**config.mk**
```make
export PLATFORM = sky130hd
export DESIGN_NAME = instruction_fetch_unit
export DESIGN_NICKNAME = d
export VERILOG_FILES = /design/src/rtl/instruction_fetch_unit.sv
export SDC_FILE = /design/constraint.sdc
export NUM_CORES = 1
export LEC_CHECK = 0
export ABC_AREA = 1
export BUFFER_PORTS_ARGS = -buffer_cell sky130_fd_sc_hd__buf_2
export CAP_MARGIN = 20
export CORE_UTILIZATION = 39
export DETAILED_ROUTE_END_ITERATION = 6
export SLEW_MARGIN = 20
export SYNTH_ARGS = -nofsm -noshare
export SYNTH_HDL_FRONTEND = slang
export SYNTH_SLANG_ARGS = --single-unit
```
**constraint.sdc**
```tcl
create_clock -name clk -period 2.9 [get_ports clk]
set_input_delay 0.145 -clock clk [delete_from_list [all_inputs] [get_ports clk]]
set_output_delay 0.145 -clock clk [all_outputs]
set_load 0.01 [all_outputs]
```
**src/rtl/instruction_fetch_unit.sv**
```systemverilog
// Fetch stage: owns the PC, reads the combinational program memory and presents
// instructions with valid/ready. Define FETCH_BOUNDS_CHECK_EN to also fault on out-of-segment PCs.
module instruction_fetch_unit #(
    parameter int unsigned           DATA_WIDTH   = 32,
    parameter logic [DATA_WIDTH-1:0] TEXT_BASE    = 32'h0040_0000,
    parameter int unsigned           MEMORY_DEPTH = 32
) (
    input  logic                  clk,
    input  logic                  reset,
    output logic [DATA_WIDTH-1:0] mem_addr,
    input  logic [DATA_WIDTH-1:0] mem_instruction,
    input  logic                  redirect_valid,
    input  logic [DATA_WIDTH-1:0] redirect_pc,
    output logic                  instr_valid,
    input  logic                  instr_ready,
    output logic [DATA_WIDTH-1:0] instr,
    output logic [DATA_WIDTH-1:0] instr_pc,
    output logic                  fault
);

`ifdef FETCH_BOUNDS_CHECK_EN
    localparam bit BOUNDS_EN = 1'b1;
`else
    localparam bit BOUNDS_EN = 1'b0;
`endif

    // One bit wider so the segment end cannot overflow near the top of the address space.
    localparam logic [DATA_WIDTH:0] SEG_LO = {1'b0, TEXT_BASE};
    localparam logic [DATA_WIDTH:0] SEG_HI = SEG_LO + (DATA_WIDTH+1)'(4 * MEMORY_DEPTH);

    typedef enum logic [1:0] {
        FETCH = 2'b00,
        VALID = 2'b01,
        FAULT = 2'b10
    } state_t;

    state_t                  state_reg, state_next;
    logic [DATA_WIDTH-1:0]   pc_reg, pc_next;
    logic [DATA_WIDTH-1:0]   instr_reg, instr_next;
    logic [DATA_WIDTH-1:0]   instr_pc_reg, instr_pc_next;
    logic                    load_en;
    logic [DATA_WIDTH-1:0]   load_addr;

    function automatic logic pc_bad(input logic [DATA_WIDTH-1:0] a);
        logic [DATA_WIDTH:0] ax;
        ax = {1'b0, a};
        return (a[1:0] != 2'b00) || (BOUNDS_EN && ((ax < SEG_LO) || (ax >= SEG_HI)));
    endfunction

    always_ff @(posedge clk or negedge reset) begin
        if (!reset) begin
            state_reg    <= FETCH;
            pc_reg       <= TEXT_BASE;
            instr_reg    <= '0;
            instr_pc_reg <= '0;
        end else begin
            state_reg    <= state_next;
            pc_reg       <= pc_next;
            instr_reg    <= instr_next;
            instr_pc_reg <= instr_pc_next;
        end
    end

    // Redirect wins over sequential advance; every PC load passes the fault check.
    always_comb begin
        state_next    = state_reg;
        pc_next       = pc_reg;
        instr_next    = instr_reg;
        instr_pc_next = instr_pc_reg;
        load_en       = 1'b0;
        load_addr     = pc_reg + DATA_WIDTH'(4);
        case (state_reg)
            FETCH: begin
                if (redirect_valid) begin
                    load_en   = 1'b1;
                    load_addr = redirect_pc;
                end else begin
                    instr_next    = mem_instruction;
                    instr_pc_next = pc_reg;
                    state_next    = VALID;
                end
            end
            VALID: begin
                if (redirect_valid) begin
                    load_en   = 1'b1;
                    load_addr = redirect_pc;
                end else if (instr_ready) begin
                    load_en = 1'b1;
                end
            end
            default: ;
        endcase
        if (load_en) begin
            pc_next    = load_addr;
            state_next = pc_bad(load_addr) ? FAULT : FETCH;
        end
    end

    always_comb begin
        instr_valid = (state_reg == VALID);
        fault       = (state_reg == FAULT);
        mem_addr    = pc_reg;
        instr       = instr_reg;
        instr_pc    = instr_pc_reg;
    end

endmodule

```
==> results.cfg, run 1 <==
[outcome]
status = finished, final reports clean

[timing]
setup_viol = 0
holdWs_ns = 0.03425
fin_crit_sh = 0.7426
slew_headroom = 0.4692
worstMarginPinSlew_ns = 0.7962
fin_skew_ns = 0.005993
fin_setup_tns_ns = 0
fin_crit_ns = 2.153
maxSlewViolCount = 0
rsz0062_at_grt = no
fmax_mhz = 464.4
finalHoldViolCount = 0

[synth]
syn-num-nets = 704
avgSynthCellArea_um2 = 8.100
ys_warn_count = 0
synth-simple-area-share = 0.2428
synthMuxAreaShare = 0
synth-seq-cells = 98
postSynth.asyncResetShare = 1.000
synthAdderAreaFrac = 0.002432
synth_top_family_by_area = simple AND/OR/NAND/NOR gates
synth_compound_area_frac = 0.1620
ys.flop_type = dfrtp_1
seq_area_frac_synth = 0.4770
synth_edf_count = 0
syn_inst = 635
synth_xor_area_frac = 0.005108
syn_area_mm2 = 0.005144
synth_cell_types = 36

[global_routing]
gr-usage-all-layers = 0.2069
grt_overflow = 0
antenna_found_initial = 1
grt_pass1_wl_mm = 21.39
grt_max_degree = 62
grt_pass1_vias = 4332

[setup_path]
cp.arrival_ns = 2.43
critPathKind = reg2reg
end_kind = flip-flop
worstPathRequired_ns = 3.17
crit_fanout = 33
cp-start-kind = flip-flop

[pwr]
p_per_area_mw_per_mm2 = 418.6
leakagePower_nw = 3.617
ir_drop_v = 0.0002130

[place]
io_buffers = 165
gp_congestion = 0.9048
place_hpwl_mm = 10.27
dp_cells = 952

[clock_tree]
clk_pin_slew_ns = 0.06
post_cts_buffers = 0
clock_sinks = 98
clockRootBuffer = clkbuf_16
htreeDepth = 3
cts-buffers-inserted = 9
clock_path_buffers = 2
insertion_delay_ns = 0.35
cts_tree = built

[floorplan]
die_width_um = 116.8
rows = 41
initial_core_util = 0.4043
io_pins = 166
core_mm2 = 0.01272
dieArea_mm2 = 0.01365
die_h_um = 116.8

[routing]
postRouteAntennaNets = 0
viasPerCell = 4.737
via_count = 4590
first_pass_iters = 5
drc = 0
drtIter0Drc = 273
wire_per_inst_um = 14.26
drt-total-wl_mm = 13.82

[cells_and_area]
final_cells = 969
nets = 861
final_util = 0.5005
final_cell_mix = 178 x nand2_1, 164 x buf_2, 97 x dfrtp_1, 91 x inv_1
num-fill-cells = 1276
drive_above_1_share = 0.3291
final_common_cell = nand2_1
area_growth_pct = 23.79

[run]
cap_viol_max_count = 0

[min_path]
hp-class = in2reg
Yosys cell counts (2+ instances only):
| cell | instances | area share |
|---|---|---|
| nor2_2 | 2 | 0.0024 |
| nand2_2 | 3 | 0.0036 |
| o21ai_1 | 5 | 0.0049 |
| inv_2 | 2 | 0.0015 |
| buf_6 | 14 | 0.031 |
| o21ai_0 | 31 | 0.030 |
| o22ai_1 | 7 | 0.0085 |
| a21oi_1 | 5 | 0.0049 |
| nand2_1 | 178 | 0.13 |
| inv_1 | 91 | 0.066 |
| buf_2 | 6 | 0.0058 |
| a31oi_1 | 3 | 0.0036 |
| dfrtp_1 | 97 | 0.47 |
| or2_2 | 2 | 0.0024 |
| nor2_1 | 60 | 0.044 |
| clkbuf_1 | 3 | 0.0022 |
| nor3_1 | 4 | 0.0039 |
| nor2_4 | 2 | 0.0044 |
| nand3_1 | 38 | 0.037 |
| xor2_1 | 3 | 0.0051 |
| o211ai_1 | 4 | 0.0058 |
| o21ai_2 | 60 | 0.10 |
| nor3_2 | 2 | 0.0039 |
layout make-up:
cell class                 count  area (um2)  share of cell area
sequential                    98        2454              0.3853
tap                          172       215.2             0.03380
inverter                      95       359.1             0.05640
clock buffer                  11       242.7             0.03812
clock inverter                 4       52.55            0.008253
timing repair buffer         171       913.4              0.1434
antenna                        1       2.502           0.0003930
multi-input combinational    417        2128              0.3342
final timing paths:
path / startpoint / slack, ns / to / cells past startpoint
worst max-delay path: state_reg[1] / 0.75 / instr_pc[30] / 8
worst min-delay path: mem_instruction[31] / 0.03 / instr[31] / 3
worst max register to register: state_reg[1] / 0.75 / instr_pc[30] / 8
worst min register to register: instr_pc[9] / 0.48 / instr_pc[9] / 2
max in group asynchronous: reset / 1.77 / state_reg[0] / 3
min in group asynchronous: reset / 0.44 / instr[27] / 2
per-layer routing:
metal	routed length (um)	GRT usage	vias up
li1	-	-	2319
met1	6763	0.2838	2086
met2	5875	0.3199	162
met3	901	0.04583	23
met4	281	0.07932	0
met5	0	0	-
metrics by stage:
step | power, W | worst slack [ns] | area [um2]
after detailed placement | 0.001485 | 0.7520 | 6060
after global placement | 0.001484 | 0.8343 | 6060
after CTS | 0.002705 | 0.7356 | 6365
final | 0.002665 | 0.7465 | 6367
after global routing | 0.002765 | 0.5449 | 6365
after floorplan | 0.001405 | 1.418 | 5144
logic make-up after synthesis:
| logic type | after synthesis |
|---|---|
| compound gates | 116 |
| fa+ha+maj | 1 |
| simple gates | 297 |
| xor+xnor | 3 |
| flops | 98 |
| buf+inv | 120 |
critical path, cell delays in order, from the launching register on:
cell and delay [ns]:
dfrtp_1 0.41, inv_2 0.14, nand3_4 0.14, nand2_4 0.33, inv_4 0.18, nand3_4 0.33
buf_4 0.34, nand2_1 0.12, o21ai_2 0.07
report_power, final:
group	switching, W	total [W]	internal [W]
combinational	0.0000524	0.0000909	0.0000385
clock	0.000518	0.00121	0.000690
sequential	0	0.00137	0.00137
what timing repair did:
item,CTS,global route
resized for setup,0,0
hold buffers,1,0
endpoints found under the setup margin,0,0
endpoints found under the hold margin,59,0
(Power assumes the default switching activity.)
==> inputs of run 2 (changes only) <==
==> constraint.sdc (replaced) <==
create_clock -name clk -period 2.2 [get_ports clk]
set_input_delay 0.11 -clock clk [delete_from_list [all_inputs] [get_ports clk]]
set_output_delay 0.11 -clock clk [all_outputs]
set_load 0.01 [all_outputs]
==> run 2 against run 1 <==
  * Critical path depth is the same
  * Setup slack worse by 0.29 ns
  * Die area unchanged
  * Via count up 1.3%
  * Non-clock buffer count grew 3
  * Power rose by 34%
  * Clock skew is 0.0021 ns higher
  * Clock power increased by 36%
  * Count of clock-buffer cells in the layout rose by 2
  * Utilization up 0.16 points
  * Cell count is 0.21% higher
  * Critical path type unchanged
==> results.cfg, run 2 (synthesis gave the netlist of run 1 again) <==
[setup_path]
critPathKind = reg2reg
cp_num_buf_inv = 3
path_delay_family = buffers and inverters
end_kind = flip-flop
worstPathRequired_ns = 2.47
path_cells = inv_2 > nand3_4 > nand2_4 > inv_4 > nand3_4 > buf_12 > nand2_1 > o21ai_2
cp.arrival_ns = 2.01
cpPeakStageDelay_ns = 0.40
path_common_cell = nand3_4
rrSetupSlack_ns = 0.46
cp-start-kind = flip-flop
cpMaxStageDelayCell = dfrtp_1
crit_fanout = 94
rr_startpoint = state_reg[1]
regToRegEndpoint = instr_pc[9]
reg2reg_depth = 8

[routing]
wire_per_inst_um = 14.23
first_pass_iters = 4
drt-total-wl_mm = 13.82
viasPerCell = 4.789
postRouteAntennaNets = 0
via_count = 4650
drc = 0
drtIter0Drc = 270

[min_path]
hold_end = instr[0]
hp-class = in2reg
worstHoldPathCells = 3
hp-start = mem_instruction[0]

[clock_tree]
clk_pin_slew_ns = 0.06
clock_path_buffers = 2
post_cts_buffers = 0
cts_tree = built
cts-buffers-inserted = 9
cts_resized = 0
insertion_delay_ns = 0.34
clockRootBuffer = clkbuf_16
postCtsHoldBufs = 2
htreeDepth = 3
clock_sinks = 98

[floorplan]
core_mm2 = 0.01272
dieArea_mm2 = 0.01365
rows = 41
initial_core_util = 0.4043
io_pins = 166
die_width_um = 116.8
die_h_um = 116.8

[cells_and_area]
final_cells = 971
final_cell_area_mm2 = 0.006387
nets = 864
diodes = 0
area_growth_pct = 24.18
drive_above_1_share = 0.3304
final_cell_mix = 178 x nand2_1, 164 x buf_2, 97 x dfrtp_1, 91 x inv_1
final_common_cell = nand2_1
num-fill-cells = 1314

[global_routing]
antenna_found_initial = 0
grt_overflow = 0
grt_pass1_vias = 4391
grt_pass1_wl_mm = 21.99
grt_max_degree = 95
gr-usage-all-layers = 0.2103

[run]
cap_viol_max_count = 0

[timing]
slew_headroom = 0.5509
setup_viol = 0
rsz0062_at_grt = no
worst_slack_ns = 0.4600
worstMarginPinSlew_ns = 0.6736
fin_crit_ns = 1.740
fin_setup_tns_ns = 0
holdWs_ns = 0.009469
finalHoldViolCount = 0
maxSlewViolCount = 0
fin_skew_ns = 0.008070
fmax_mhz = 574.7
fin_crit_sh = 0.7909

[pwr]
ir_drop_v = 0.0003623
p_per_area_mw_per_mm2 = 557.7
leakagePower_nw = 3.631

[place]
gp_congestion = 0.9284
place_ws_ns = 0.4815
io_buffers = 165
placed_cell_area_mm2 = 0.006062
place_hpwl_mm = 10.20
dp_cells = 954

[outcome]
status = finished, final reports clean
## run 2: cell count changes in the layout (fill, tap and decap cells not counted)
cell and change:
dlygate4sd3_1 +1, buf_12 -1, diode_2 -1, clkbuf_8 +2, buf_4 +3, clkinv_4 -2
## run 2: routing by layer
layer,share of wire,global-route usage,vias up
li1,-,-,2310
met1,0.45,0.2807,2160
met2,0.45,0.3416,167
met3,0.079,0.04325,13
met4,0.014,0.07089,0
met5,0,0,-
## run 2: final cells by class
type	count	area, um2	share of cell area
clock buffers	13	270.3	0.04231
clock inverters	2	35.03	0.005485
inverters	95	359.1	0.05622
multi-input cells	417	2128	0.3332
flip-flops and latches	98	2454	0.3841
well taps	172	215.2	0.03369
repair buffers	174	925.9	0.1450
## run 2: through the flow
stage,util,total power (W)
5_1_grt,0.5021,0.003691
2_1_floorplan,-,0.001853
3_5_place_dp,0.4765,0.001961
4_1_cts,0.5021,0.003609
6_report,0.5021,0.003562
3_3_place_gp,0.4765,0.001958
## run 2: how the worst max path moves through the flow
stage / start / slack (ns) / end / cells past startpoint
5_1_grt: state_reg[1] / 0.34 / instr_pc[5] / 8
4_1_cts: state_reg[1] / 0.46 / instr[11] / 8
6_report: state_reg[1] / 0.46 / instr_pc[9] / 8
3_3_place_gp: state_reg[1] / 0.53 / instr[18] / 8
2_1_floorplan: mem_addr[3] / 0.72 / mem_addr[30] / 10
3_5_place_dp: state_reg[1] / 0.48 / instr[11] / 8
## run 2: worst reg2reg max path: stages, from the launching register on
cell and delay (ns):
dfrtp_1 0.40, inv_2 0.14, nand3_4 0.16, nand2_4 0.11, inv_4 0.10, nand3_4 0.09
buf_12 0.38, nand2_1 0.21, o21ai_2 0.08
## run 2: report_power, final
group / switching (W) / leakage (nW) / internal, W
Clock: 0.000669 / 0.152 / 0.000968
Sequential: 0 / 1.26 / 0.00180
Combinational: 0.0000711 / 2.22 / 0.0000530
==> inputs of run 3 (changes only) <==
--- a/config.mk
+++ b/config.mk
@@ -5,11 +5,12 @@
 export SDC_FILE = /design/constraint.sdc
 export NUM_CORES = 1
 export LEC_CHECK = 0
-export ABC_AREA = 1
+export ABC_AREA = 0
 export BUFFER_PORTS_ARGS = -buffer_cell sky130_fd_sc_hd__buf_2
 export CAP_MARGIN = 20
 export CORE_UTILIZATION = 39
 export DETAILED_ROUTE_END_ITERATION = 6
+export PLACE_DENSITY = 0.69
 export SLEW_MARGIN = 20
 export SYNTH_ARGS = -nofsm -noshare
 export SYNTH_HDL_FRONTEND = slang
==> constraint.sdc (replaced) <==
create_clock -name clk -period 1.6 [get_ports clk]
set_input_delay 0.08 -clock clk [delete_from_list [all_inputs] [get_ports clk]]
set_output_delay 0.08 -clock clk [all_outputs]
set_load 0.01 [all_outputs]
==> run 3 against run 2 <==
  * Critical endpoint is now mem_addr[18]
  * Setup slack got worse by 0.58 ns
  * Via count is 21% lower
  * The run now ends with setup timing left
  * Final area rose by 6.6%
  * Sequential share of layout area down 2.3 points
  * Synthesized area fell by 16%
  * Largest cell class unchanged
==> results.cfg, run 3 <==
[outcome]
status = finished, violations left
violations = setup timing

[synth]
synth_cell_types = 37
syn_inst = 344
seq_area_frac_synth = 0.5686
netlist.area_leader.share = 0.5625
syn-num-nets = 413
synth_most_common_cell = dfrtp_1
ys.flop_type = dfrtp_1
ys_warn_count = 0
syn_area_mm2 = 0.004315
postSynth.asyncResetShare = 1.000
avgSynthCellArea_um2 = 12.54
synth-seq-cells = 98
synth_edf_count = 0
synth_top_area_cell = dfrtp_1
synth.top_cells.by_count = 97 x dfrtp_1, 66 x mux2_2, 43 x nand2_1, 22 x o21ai_0, 15 x xnor2_1
synthTopCellsByArea = dfrtp_1 56%, mux2_2 17%, nand2_1 3.7%

[cells_and_area]
drive_above_1_share = 0.5208
ff_latch_area_mm2 = 0.002456
final_cell_area_mm2 = 0.006809
diodes = 0
final_common_cell = buf_2
num-fill-cells = 839
multi_input_area_mm2 = 0.001921
final_cell_mix = 164 x buf_2, 95 x dfrtp_1, 65 x dlygate4sd3_1, 45 x mux2_2, 41 x nand2_1
nets = 689
area_growth_pct = 57.78
final_util = 0.6309

[setup_path]
crit_fanout = 7
critPathKind = reg2reg
cp-start-kind = flip-flop
cp.arrival_ns = 1.97
worstPathRequired_ns = 1.84
end_kind = flip-flop
reg2reg_depth = 5

[routing]
drt-total-wl_mm = 11.75
wire_per_inst_um = 15.37
via_count = 3659
drc = 0
first_pass_iters = 4
postRouteAntennaNets = 0
viasPerCell = 4.789
drtIter0Drc = 144

[timing]
worst_slack_ns = -0.1237
fin_skew_ns = 0.008566
rsz0062_at_grt = yes
slew_headroom = 0.7060
setup_viol = 32
maxSlewViolCount = 0
finalHoldViolCount = 0
fmax_mhz = 580.2
fin_setup_tns_ns = -1.535
worstMarginPinSlew_ns = 0.4411
fin_crit_ns = 1.724
holdWs_ns = 0.09559
fin_crit_sh = 1.077

[global_routing]
antenna_found_initial = 0
grt_pass1_vias = 3516
gr-usage-all-layers = 0.1902
grt_overflow = 0
grt_pass1_wl_mm = 16.88
grt_max_degree = 61

[floorplan]
rows = 38
die_h_um = 107.2
dieArea_mm2 = 0.01149
io_pins = 166
initial_core_util = 0.3998
core_mm2 = 0.01079
die_width_um = 107.2

[clock_tree]
cts-buffers-inserted = 9
clock_sinks = 98
clk_pin_slew_ns = 0.09
htreeDepth = 3
clock_path_buffers = 2
clockRootBuffer = clkbuf_8
cts_tree = built
insertion_delay_ns = 0.36

[pwr]
leakagePower_nw = 3.300
p_per_area_mw_per_mm2 = 1257
ir_drop_v = 0.0005954

[min_path]
hp-class = in2reg
worstHoldPathCells = 4

[run]
cap_viol_max_count = 0

[place]
place_hpwl_mm = 7.654
io_buffers = 165
place_ws_ns = -0.08313
gp_congestion = 0.7766
placed_cell_area_mm2 = 0.005630
==> run 3: cell types whose count changed after synthesis, moves of 9 or more <==
cell,before,now
mux2_2,0,66
o21ai_0,31,22
buf_6,14,1
nor2_1,60,9
xor2_1,3,14
nand4_1,1,12
nand3_1,38,3
inv_1,91,3
nand2_1,178,43
xnor2_1,0,15
o21ai_2,60,2
==> run 3: area by class of cell <==
| class | count | area share |
|---|---|---|
| clock inverters | 6 | 0.01911 |
| inverters | 3 | 0.001654 |
| flip-flops and latches | 98 | 0.3607 |
| well taps | 140 | 0.02573 |
| clock buffers | 9 | 0.01819 |
| multi-input cells | 228 | 0.2821 |
| repair buffers | 280 | 0.2925 |
==> run 3: worst max-delay path, stage by stage, from the launching register on <==
cell and delay [ns]:
dfrtp_1 0.45, nand3b_4 0.09, or4_4 0.62, nor4_4 0.18, xnor2_1 0.19, o21ai_2 0.08
==> run 3: cells by family after synthesis <==
family                   count (synthesis)  synth area share
buffers and inverters                   18           0.01943
AND/OR/NAND/NOR                         99            0.1366
XOR/XNOR                                29           0.05886
AO/OA/AOI/OAI                           32           0.03914
multiplexers                            67            0.1745
flip-flops                              98            0.5686
adder cells (fa/ha/maj)                  1          0.002899
==> run 3: metal layers <==
layer,global-route usage,share of wire
met1,0.2311,0.43
met2,0.3396,0.50
met5,0,0
met4,0.06458,0.010
met3,0.03222,0.057
==> run 3: timing repair <==
action | 4_1_cts | 5_1_grt
cloned | 0 | 5
resized for setup | 6 | 39
endpoints found under the setup margin | 31 | 64
hold buffers | 65 | 0
setup buffers | 0 | 4
pin swaps | 4 | 11
endpoints found under the hold margin | 92 | 0
==> run 3: report_power, final <==
group          internal (W)  leakage (nW)  switching, W  total, W
Combinational       0.00157          1.94       0.00138   0.00295
Clock               0.00118         0.129      0.000820   0.00200
Sequential          0.00316          1.24      0.000446   0.00360
Total               0.00591          3.30       0.00265   0.00856
==> run 3: worst paths after layout <==
path,slack [ns],startpoint,endpoint
max in group asynchronous,0.82,reset,mem_addr[22]
min,0.1,redirect_valid,state_reg[0]
min in group asynchronous,0.21,reset,instr[27]
min reg2reg,0.51,instr_pc[22],instr_pc[22]
max reg2reg,-0.12,state_reg[0],mem_addr[18]
max,-0.12,state_reg[0],mem_addr[18]
==> run 3: stage by stage <==
stage | cells | total power (W)
after floorplan | 344 | 0.004838
after global placement | 675 | 0.006239
after detailed placement | 675 | 0.006343
after CTS | 755 | 0.008487
after global routing | 764 | 0.009069
final | 764 | 0.008561
